`src/rtl/psum_out_reader.sv`:
```
// Reads psum words 0..outputsize from memory into a small output FIFO and streams them out with tvalid/tready/tlast.
// Optional build macro PSUM_OUT_READER_RELU_EN clamps negative lanes to zero as each word enters the FIFO.
module psum_out_reader #(
    parameter int DATA_WIDTH = 32,
    parameter int ADDR_WIDTH = 32,
    parameter int REG_WIDTH  = 32,
    parameter int BIT_WIDTH  = 8,
    parameter int NUM_KERNEL = 4,
    parameter int MEM_DELAY  = 1,
    parameter int FIFO_DEPTH = 4
) (
    input  logic                  clk,
    input  logic                  rst,
    input  logic                  i_start,
    input  logic [REG_WIDTH-1:0]  i_conf_outputsize,
    output logic [ADDR_WIDTH-1:0] memctrl_radd,
    output logic                  memctrl_rden,
    input  logic [DATA_WIDTH-1:0] memctrl_odat,
    input  logic                  memctrl_ovld,
    output logic [DATA_WIDTH-1:0] o_tdata,
    output logic                  o_tvalid,
    input  logic                  i_tready,
    output logic                  o_tlast,
    output logic                  o_busy,
    output logic                  o_done
);

    localparam int PTR_W = $clog2(FIFO_DEPTH);
    localparam int CNT_W = PTR_W + 1;

    typedef enum logic [1:0] {
        IDLE,
        READ,
        DRAIN
    } state_t;

    state_t state, state_next;

    logic [ADDR_WIDTH-1:0] addr;
    logic [ADDR_WIDTH-1:0] last_addr;
    logic [MEM_DELAY-1:0]  pend_vld;
    logic [MEM_DELAY-1:0]  pend_last;
    logic [CNT_W-1:0]      inflight;
    logic [CNT_W-1:0]      occ;
    logic [CNT_W:0]        budget_sum;
    logic [PTR_W-1:0]      wr_ptr;
    logic [PTR_W-1:0]      rd_ptr;
    logic [DATA_WIDTH:0]   fifo_mem [FIFO_DEPTH];
    logic [DATA_WIDTH:0]   head;

    logic can_issue;
    logic issue_last;
    logic accept;
    logic push;
    logic pop;

    function automatic logic [DATA_WIDTH-1:0] lane_filter(input logic [DATA_WIDTH-1:0] word);
        logic [DATA_WIDTH-1:0] result;
        result = word;
`ifdef PSUM_OUT_READER_RELU_EN
        for (int k = 0; k < NUM_KERNEL; k++) begin
            if (word[k*BIT_WIDTH + BIT_WIDTH - 1]) begin
                result[k*BIT_WIDTH +: BIT_WIDTH] = '0;
            end
        end
`endif
        return result;
    endfunction

    // Reads in flight are counted against FIFO space so returning data always has a slot.
    assign budget_sum   = {1'b0, occ} + {1'b0, inflight};
    assign can_issue    = budget_sum < (CNT_W + 1)'(FIFO_DEPTH);
    assign memctrl_rden = (state == READ) && can_issue;
    assign memctrl_radd = addr;
    assign issue_last   = memctrl_rden && (addr == last_addr);

    // Only data matching a read we issued is accepted, so stale returns after reset are dropped.
    assign accept = pend_vld[MEM_DELAY-1];
    assign push   = accept && memctrl_ovld;

    assign head     = fifo_mem[rd_ptr];
    assign o_tvalid = (occ != '0);
    assign o_tdata  = o_tvalid ? head[DATA_WIDTH-1:0] : '0;
    assign o_tlast  = o_tvalid && head[DATA_WIDTH];
    assign pop      = o_tvalid && i_tready;
    assign o_busy   = (state != IDLE);

    always_comb begin
        state_next = state;
        case (state)
            IDLE:    if (i_start) state_next = READ;
            READ:    if (issue_last) state_next = DRAIN;
            DRAIN:   if (pop && o_tlast) state_next = IDLE;
            default: state_next = IDLE;
        endcase
    end

    always_ff @(posedge clk) begin
        if (rst) begin
            state     <= IDLE;
            addr      <= '0;
            last_addr <= '0;
            pend_vld  <= '0;
            pend_last <= '0;
            inflight  <= '0;
            occ       <= '0;
            wr_ptr    <= '0;
            rd_ptr    <= '0;
            o_done    <= 1'b0;
        end else begin
            state <= state_next;
            if (state == IDLE && i_start) begin
                addr      <= '0;
                last_addr <= ADDR_WIDTH'(i_conf_outputsize);
            end else if (memctrl_rden) begin
                addr <= addr + ADDR_WIDTH'(1);
            end
            pend_vld[0]  <= memctrl_rden;
            pend_last[0] <= issue_last;
            for (int i = 1; i < MEM_DELAY; i++) begin
                pend_vld[i]  <= pend_vld[i-1];
                pend_last[i] <= pend_last[i-1];
            end
            inflight <= inflight + CNT_W'(memctrl_rden) - CNT_W'(accept);
            occ      <= occ + CNT_W'(push) - CNT_W'(pop);
            if (push) wr_ptr <= wr_ptr + PTR_W'(1);
            if (pop) rd_ptr <= rd_ptr + PTR_W'(1);
            o_done <= (state == DRAIN) && pop && o_tlast;
        end
    end

    always_ff @(posedge clk) begin
        if (push) begin
            fifo_mem[wr_ptr] <= {pend_last[MEM_DELAY-1], lane_filter(memctrl_odat)};
        end
    end

endmodule

```
`config.mk`:
```
export PLATFORM = sky130hd
export DESIGN_NAME = psum_out_reader
export DESIGN_NICKNAME = d
export VERILOG_FILES = /design/src/rtl/psum_out_reader.sv
export SDC_FILE = /design/constraint.sdc
export NUM_CORES = 1
export LEC_CHECK = 0
export CAP_MARGIN = 20
export CORE_MARGIN = 8
export CORE_UTILIZATION = 54
export DETAILED_ROUTE_END_ITERATION = 8
export HOLD_SLACK_MARGIN = 0.12
export PLACE_DENSITY = 0.77
export SYNTH_ARGS = -nofsm -noshare
export SYNTH_HDL_FRONTEND = slang
export SYNTH_SLANG_ARGS = --single-unit
```
`constraint.sdc`:
```
create_clock -name clk -period 3 [get_ports clk]
set_input_delay 0.6 -clock clk [delete_from_list [all_inputs] [get_ports clk]]
set_output_delay 0.6 -clock clk [all_outputs]
set_load 0.02 [all_outputs]
```
==> results.ini, run 1 <==
[detailed_routing]
met1Wirelength_mm=8.10
wl_per_cell_um=20.1
via_per_inst=5.57
drc=0
drt-initial-drc-count=476
vias=5876
wl_met3_mm=1.45
routed-wl-met2_mm=11.1
routed_wirelength_mm=21.2
highest_layer=met4
drtAntennaViolNets=0
dr.pass1.iters=5

[sta]
tightest_slew_ns=0.499
finalCriticalPeriod_ns=2.93
slew_headroom_pct=66.4
holdWs_ns=0.467
max_freq_mhz=341
drv_slew=0
tns_ns=0
hold_viol=0
clock_skew_ns=0.0133
setup_violations=0
rsz0062_at_grt=false
timing.final.crit_share_pct=97.6

[global_routing]
antenna_found_initial=0
grt_max_degree=38
grt_pass1_vias=6228
grt_first_pass_wirelength_mm=33.2
grt.overflow.total=0
grt.total_usage_pct=20.7

[placement]
gp_congestion=0.854
io_buffers=137
hpwl_mm=14.4
place_area_um2=10600

[synthesis]
syn_area_per_cell_um2=13.2
synth_common_cells=edfxtp_1 (132), nand2_1 (90), dfxtp_1 (81)
synth.ff_latch_count=213
synth.most_common_cell=edfxtp_1
netlist.area_leader.share_pct=44.4
synth_area_leaders=edfxtp_1 (44%), dfxtp_1 (18%), mux4_2 (8.3%)
ys_seq_area_share_pct=62.6
yosys_warnings=0
synth_nets=758
synth_area_um2=8930
syn_inst=676
ys_types=43
synth_edf_count=132
synth_top_area_cell=edfxtp_1
yosys_most_used_dff=edfxtp_1
ys_async_sr_fraction_pct=0

[pwr]
p_comb_share_pct=28.2
swShare_pct=27.7
p_switching_uw=2260
clockPowerShare_pct=31.1
powerDensity_nw_per_um2=723
p_int_uw=5890
p_seq_share_pct=40.7
leakage_uw=0.00394
ir_worst_vdd_uv=403

[clock_tree]
path_clk_slew_ns=0.06
clkSinkCount=213
worstSkewPairLatency_ns=0.50
cts_made_buffers=22
cts_max_level=1
cts_tree=yes
cts_buffer_depth=3
root_buffer=clkbuf_16

[die]
die_w_um=145
start_util_pct=54.6
die_area_um2=20900
core_um2=16300
rows=47
io_pins=138
chipHeight_um=145

[worst_setup_path]
startpoint_type=flop
required_ns=2.40
arrival_ns=2.33
path_max_fanout=11
crit_type=flop to primary output
end_kind=primary output

[finish]
synthToLayoutAreaGrowth_pct=26.4
antenna_cells=0
drive_gt1_share_pct=12.8
fin_nets=902
stdcell_area_um2=11300

[run_status]
outcome=complete, no violations

[flow_run]
maxCapViolCount=0

[hold_path]
min_path_type=flop to flop

## flip-flops by register name, summed over array words and instances (netlist names), named ones only
signal        flops
fifo_mem        132
last_addr        32
memctrl_radd     32
pend_last         1
inflight          3
wr_ptr            2
o_done            1
state             2
rd_ptr            2
accept            1
occ               3
## cells by family after synthesis
kind of cell / share of synthesized area (%)
AO/OA/AOI/OAI: 4.25
XOR/XNOR: 4.02
adder cells (fa/ha/maj): 1.99
buffers and inverters: 2.76
flip-flops: 62.6
multiplexers: 9.80
AND/OR/NAND/NOR: 14.6
## layout by cell type, fill, tap and decap left out, drive strengths merged, types with 2 or more instances in the layout
cell type,n
a21oi,50
and2,36
and3,7
and4,6
buf,23
clkbuf,31
clkdlybuf4s50,133
clkinv,6
dfxtp,81
dlygate4sd2,3
edfxtp,132
fa,2
ha,11
inv,17
mux2i,12
mux4,33
nand2,90
nand3,16
nand4,10
nor2,13
nor2b,4
nor3,7
nor3b,2
nor4,16
o21ai,8
o31ai,9
or3,21
or4,9
xnor2,8
xor2,33
## area by class of cell
cell class | count | area (um^2)
repair buffers | 159 | 1580
flip-flops and latches | 213 | 5590
inverters | 17 | 63.8
clock inverters | 8 | 71.3
fillers | 1177 | 5060
well taps | 220 | 275
clock buffers | 31 | 601
multi-input cells | 407 | 3110
## critical path: stages (launching register included)
cell	delay, ns
dfxtp_4	0.41
buf_12	0.17
mux4_2	0.51
and2_1	0.17
clkdlybuf4s50_1	0.56
## repair_timing
item,4_1_cts,5_1_grt
hold buffers,0,0
endpoints found under the setup margin,29,0
setup buffers,3,0
gates resized for setup,4,0
## power groups by stage
stage	combinational (uW)	clock, uW	sequential [uW]
finish	2300	2530	3320
floorplan	1370	0	3340
global route	2470	2690	3340
CTS	2340	2580	3320
detailed placement	2290	0	3400
global placement	2230	0	3380
## final timing paths
kind | to | slack, ns | startpoint | cells past startpoint
hold reg to reg | last_addr[31] | 0.47 | last_addr[31] | 2
hold / removal | last_addr[31] | 0.47 | last_addr[31] | 2
setup reg to reg | occ[2] | 0.61 | occ[2] | 9
setup / recovery | o_tdata[10] | 0.07 | flop | 4
## through the flow
stage | setup WS, ns | util [%] | instances | power, uW
after floorplan | 0.647 | - | 676 | 4710
after global placement | 0.376 | 64.8 | 1013 | 5620
after detailed placement | 0.284 | 64.8 | 1013 | 5690
after CTS | 0.0444 | 69.0 | 1055 | 8240
after global routing | 0.000398 | 69.0 | 1055 | 8500
final | 0.0710 | 69.0 | 1055 | 8160
## per-layer routing
layer	global-route usage, %	up-vias
met1	24.1	2878
met2	37.1	196
met5	0	-
met3	4.36	42
li1	-	2760
met4	7.01	0
Note: power is estimated with default switching activity, not from simulation.
==> inputs of run 2 (changes only) <==
==> constraint.sdc (replaced) <==
create_clock -name clk -period 3 [get_ports clk]
set_input_delay 0.3 -clock clk [delete_from_list [all_inputs] [get_ports clk]]
set_output_delay 0.3 -clock clk [all_outputs]
set_load 0.02 [all_outputs]
==> run 2 against run 1 <==
Compared with the run above: critical path type unchanged; largest power group unchanged; maximum frequency grew 4.1%; combinational power shrank 4%; sequential share of layout area shrank 0.19 points; clock power grew 12%; count of clock-buffer cells in the layout shrank 1; sequential cell count is the same; wire length shrank 1.8%; non-clock buffer count shrank 2.
==> results.ini, run 2 (same netlist as run 1, synthesis figures left out) <==
[placement]
gp_congestion=0.840  ; -1.7%
io_buffers=137  ; unchanged
hpwl_mm=14.6  ; +1.7%
place_area_um2=10600  ; -0.28%

[die]
chipHeight_um=145  ; unchanged
die_w_um=145  ; unchanged
die_area_um2=20900  ; unchanged
start_util_pct=54.6  ; unchanged
core_um2=16300  ; unchanged
io_pins=138  ; unchanged
rows=47  ; unchanged

[worst_setup_path]
crit_family=buffers and inverters
startpoint_type=flop
crit_chain=buf_12 -> mux4_2 -> and2_1 -> clkdlybuf4s50_1
end_kind=primary output
crit_slowest_cell=mux4_2
required_ns=2.70  ; +0.30 ns
max_stage_delay_ns=0.54  ; -0.02 ns
path_max_fanout=19  ; +8
crit_type=flop to primary output
cp_num_buf_inv=2  ; unchanged
arrival_ns=2.51  ; +0.18 ns

[clock_tree]
root_buffer=clkbuf_16
clkSinkCount=213  ; unchanged
cts_buffer_depth=3  ; unchanged
worstSkewPairLatency_ns=0.49  ; about the same
cts_made_buffers=22  ; unchanged
cts_tree=yes
path_clk_slew_ns=0.06  ; about the same
cts_max_level=1  ; unchanged
cts_setup_buffers=0  ; -3

[global_routing]
grt_max_degree=40  ; +5.3%
antenna_found_initial=0  ; unchanged
grt_first_pass_wirelength_mm=32.8  ; -1.3%
grt.overflow.total=0  ; unchanged
grt.total_usage_pct=20.1  ; -0.54 points
grt_pass1_vias=6365  ; +2.2%

[sta]
tns_ns=0  ; unchanged
clock_skew_ns=0.00981  ; -0.00350 ns
setup_violations=0  ; unchanged
timing.final.crit_share_pct=93.8  ; -3.9 points
finalCriticalPeriod_ns=2.81  ; -0.116 ns
slew_headroom_pct=42.9  ; -24 points
max_freq_mhz=355  ; +4.1%
hold_viol=0  ; unchanged
drv_slew=0  ; unchanged
tightest_slew_ns=0.853  ; +0.354 ns
rsz0062_at_grt=false

[finish]
synthToLayoutAreaGrowth_pct=26.8
fin_nets=900  ; -0.22%
final_cell_mix=clkdlybuf4s50_1 (135), edfxtp_1 (132), nand2_1 (90), dfxtp_1 (80), a21oi_1 (47)
stdcell_area_um2=11300  ; +0.34%
largest_register_ffs=132  ; unchanged
final_common_cell=clkdlybuf4s50_1
drive_gt1_share_pct=12.8  ; +0.015 points
antenna_cells=0  ; unchanged
largest-register=fifo_mem

[run_status]
outcome=complete, no violations

[detailed_routing]
drc=0  ; unchanged
routed_wirelength_mm=20.8  ; -1.8%
via_per_inst=5.58  ; +0.21%
dr.pass1.iters=4  ; -1
wl_per_cell_um=19.7  ; -1.7%
drtAntennaViolNets=0  ; unchanged
vias=5883  ; +0.12%
drt-initial-drc-count=364  ; -24%

[flow_run]
maxCapViolCount=0  ; unchanged

[pwr]
powerDensity_nw_per_um2=739  ; +2.3%
p_switching_uw=2240  ; -0.81%
p_comb_share_pct=26.3  ; -1.9 points
swShare_pct=26.8  ; -0.94 points
p_seq_share_pct=39.9  ; -0.8 points
p_int_uw=6130  ; +4.0%
ir_worst_vdd_uv=440  ; +9.0%
leakage_uw=0.00397  ; +0.52%
clockPowerShare_pct=33.8  ; +2.7 points

[hold_path]
min_path_type=primary input to flop

run 2: worst paths after layout:
path / from / to / slack, ns / cells past startpoint
worst min register to register: last_addr[1] / last_addr[1] / 0.47 / 2
worst max-delay path: flop / o_tdata[20] / 0.19 / 4
worst min-delay path: rst / last_addr[31] / 0.24 / 2
worst max register to register: inflight[2] / inflight[1] / 0.64 / 7
run 2: stage by stage:
step           utilization (%)  power [uW]  hold WS, ns  cells  setup slack [ns]
2_1_floorplan                -        4710        0.399    676             0.647
3_3_place_gp              64.6        5570        0.447   1014             0.661
3_5_place_dp              64.6        5650        0.462   1014             0.547
4_1_cts                   69.3        8480        0.209   1054             0.123
5_1_grt                   69.3        8750        0.247   1054            0.0364
6_report                  69.3        8370        0.235   1054             0.187
run 2: layout make-up:
cell class | instances | area, um^2
multi-input combinational | 407 | 3110
clock buffer | 30 | 612
clock inverter | 10 | 151
fill | 1126 | 5020
tap | 220 | 275
timing repair buffer | 157 | 1530
inverter | 17 | 63.8
sequential | 213 | 5590
run 2: power by group through the flow:
stage               clock, uW  combinational [uW]  sequential, uW
floorplan                   0                1370            3340
global placement            0                2180            3390
detailed placement          0                2240            3400
CTS                      2880                2250            3340
global route             3010                2380            3360
finish                   2830                2210            3340
run 2: worst reg2reg max path, delay by kind of cell, from the launching register on:
| kind | cells | cell delay [ns] |
|---|---|---|
| adders and majority gates | 3 | 0.94 |
| and+or+nand+nor | 3 | 0.72 |
| DFF | 1 | 0.34 |
| buffers and inverters | 1 | 0.24 |
run 2: routing by layer:
metal | wire [um] | GRT usage, % | up-vias
met1 | 8150 | 22.9 | 2875
met2 | 10500 | 36.1 | 204
met3 | 1500 | 4.66 | 42
met5 | 0 | 0 | -
met4 | 588 | 7.67 | 0
li1 | - | - | 2762
run 2: timing repair:
action                                  4_1_cts  5_1_grt
hold buffers                                  0        0
resized for setup                             1        0
endpoints found under the setup margin        1        0
==> inputs of run 3 (changes only) <==
--- a/config.mk
+++ b/config.mk
@@ -10,7 +10,8 @@
 export CORE_UTILIZATION = 54
 export DETAILED_ROUTE_END_ITERATION = 8
 export HOLD_SLACK_MARGIN = 0.12
-export PLACE_DENSITY = 0.77
+export PLACE_DENSITY = 0.81
+export SKIP_CTS_REPAIR_TIMING = 1
 export SYNTH_ARGS = -nofsm -noshare
 export SYNTH_HDL_FRONTEND = slang
 export SYNTH_SLANG_ARGS = --single-unit
==> constraint.sdc (replaced) <==
create_clock -name clk -period 2.6 [get_ports clk]
set_input_delay 0.26 -clock clk [delete_from_list [all_inputs] [get_ports clk]]
set_output_delay 0.26 -clock clk [all_outputs]
set_load 0.02 [all_outputs]
==> run 3 against run 2 <==
Compared with the run above: worst setup slack worse by 0.098 ns; register-to-register slack got worse by 0.36 ns; sequential share of layout area is 0.13 points lower; via count rose by 2.5%; clock skew fell by 0.0016 ns; sequential power up 15%; die area unchanged; global-route usage grew 0.19 points; final cell count fell by 0.47%; highest routed layer unchanged; largest cell class unchanged; critical endpoint is now o_tlast; core utilization is 0.21 points higher; power is 14% higher; worst hold slack got worse by 0.056 ns.
==> results.ini, run 3 (same netlist as run 1, synthesis figures left out) <==
[pwr]
ir_worst_vdd_uv=509  ; +16%
power_uw=9520  ; +14%
leakage_uw=0.00435  ; +9.6%
powerDensity_nw_per_um2=838  ; +13%

[clock_tree]
worstSkewPairLatency_ns=0.49  ; about the same
clkSinkCount=213  ; unchanged
root_buffer=clkbuf_16
cts_buffer_depth=3  ; unchanged
cts_made_buffers=21  ; -4.5%
path_clk_slew_ns=0.06  ; about the same
cts_max_level=1  ; unchanged
cts_tree=yes

[die]
die_w_um=145  ; unchanged
rows=47  ; unchanged
chipHeight_um=145  ; unchanged
core_um2=16300  ; unchanged
io_pins=138  ; unchanged
die_area_um2=20900  ; unchanged
start_util_pct=54.6  ; unchanged

[placement]
gp_congestion=0.834  ; -0.69%
dpl.cell_count=1010  ; -0.39%
hpwl_mm=14.5  ; -0.95%
io_buffers=137  ; unchanged

[finish]
antenna_cells=0  ; unchanged
drive_gt1_share_pct=12.8  ; -0.043 points
final_util_pct=69.5  ; +0.21 points
largest_register_ffs=132  ; unchanged
largest-register=fifo_mem
fin_nets=896  ; -0.44%
final_common_cell=edfxtp_1
final_cell_mix=edfxtp_1 (132), clkdlybuf4s50_1 (106), nand2_1 (90), dfxtp_1 (80), a21oi_1 (47)
regArea_um2=5590  ; about the same
instances_no_fill=1049  ; -0.47%
multi_input_area_um2=3110  ; unchanged
synthToLayoutAreaGrowth_pct=27.2
n_fill_cell=1118  ; -0.71%

[worst_setup_path]
end_kind=primary output
rr_worst_depth=9  ; +2
required_ns=2.34  ; -0.36 ns
crit_type=flop to primary output
r2r_setup_slack_ns=0.28  ; -0.36 ns
reg2reg_from=occ[2]
r2r-end=occ[2]
arrival_ns=2.25  ; -0.26 ns
path_max_fanout=7  ; -12
startpoint_type=flop

[sta]
setup_violations=0  ; unchanged
tns_ns=0  ; unchanged
clock_skew_ns=0.00823  ; -0.00159 ns
timing.final.crit_share_pct=96.6
max_freq_mhz=398
hold_viol=0  ; unchanged
tightest_slew_ns=0.829  ; -0.0239 ns
rsz0062_at_grt=false
holdWs_ns=0.179  ; -0.0559 ns
drv_slew=0  ; unchanged
slew_headroom_pct=44.5  ; +1.6 points
finalCriticalPeriod_ns=2.51

[detailed_routing]
via_per_inst=5.75  ; +3.0%
routed_wirelength_mm=21.8  ; +5.1%
wl_per_cell_um=20.8  ; +5.6%
drc=0  ; unchanged
dr.pass1.iters=5  ; +1
drt-initial-drc-count=479  ; +32%
drtAntennaViolNets=0  ; unchanged
vias=6028  ; +2.5%

[global_routing]
grt_first_pass_wirelength_mm=32.7  ; about the same
grt_pass1_vias=6149  ; -3.4%
grt.overflow.total=0  ; unchanged
grt.total_usage_pct=20.3  ; +0.19 points
grt_max_degree=39  ; -2.5%
antenna_found_initial=0  ; unchanged

[run_status]
outcome=complete, no violations

[hold_path]
hold_end=wr_ptr[0]
hold_depth=2  ; unchanged
min_path_type=primary input to flop
hold_start=rst

[flow_run]
maxCapViolCount=0  ; unchanged

[run 3: changes by cell type in the layout (fill, tap and decap cells not counted), sizes merged, moves of 4 or more]
cell,previous run,this run
clkdlybuf4s50,135,106
clkbuf,30,25
buf,21,17
dlymetal6s2s,0,30
clkinvlp,0,4
[run 3: layout make-up]
cell class	instances	area share, %
sequential	213	49.2
multi-input combinational	407	27.4
timing repair buffer	154	14.2
clock buffer	24	4.81
tap	220	2.42
clock inverter	14	1.42
inverter	17	0.562
[run 3: power by group]
part	switching [uW]	internal (uW)
registers	127	3720
logic	1290	1300
clock network	1260	1820
[run 3: routing by layer]
metal / wire length, um / share of wire, % / track usage [%]
met3: 1550 / 7.1 / 4.69
met1: 8410 / 39 / 24.0
met2: 11300 / 52 / 35.6
met4: 560 / 2.6 / 7.12
met5: 0 / 0 / 0
[run 3: critical path, stage by stage, from the launching register on]
cell             delay (ns)
dfxtp_4                0.45
mux4_2                 0.57
and2_1                 0.20
clkdlybuf4s50_1        0.55
[run 3: how the worst max path moves through the flow]
stage / end / slack, ns / cells after the start
floorplan: occ[2] / 0.25 / 10
global placement: occ[2] / 0.31 / 9
detailed placement: occ[2] / 0.24 / 9
CTS: o_tdata[30] / -0.19 / 4
global route: o_tlast / 0.01 / 3
finish: o_tlast / 0.09 / 3
[run 3: metrics by stage]
| stage | instance area, um^2 | worst slack, ns |
|---|---|---|
| detailed placement | 10500 | 0.240 |
| finish | 11400 | 0.0890 |
| CTS | 11300 | -0.192 |
| global placement | 10500 | 0.310 |
| floorplan | 8930 | 0.247 |
| global route | 11400 | 0.0150 |
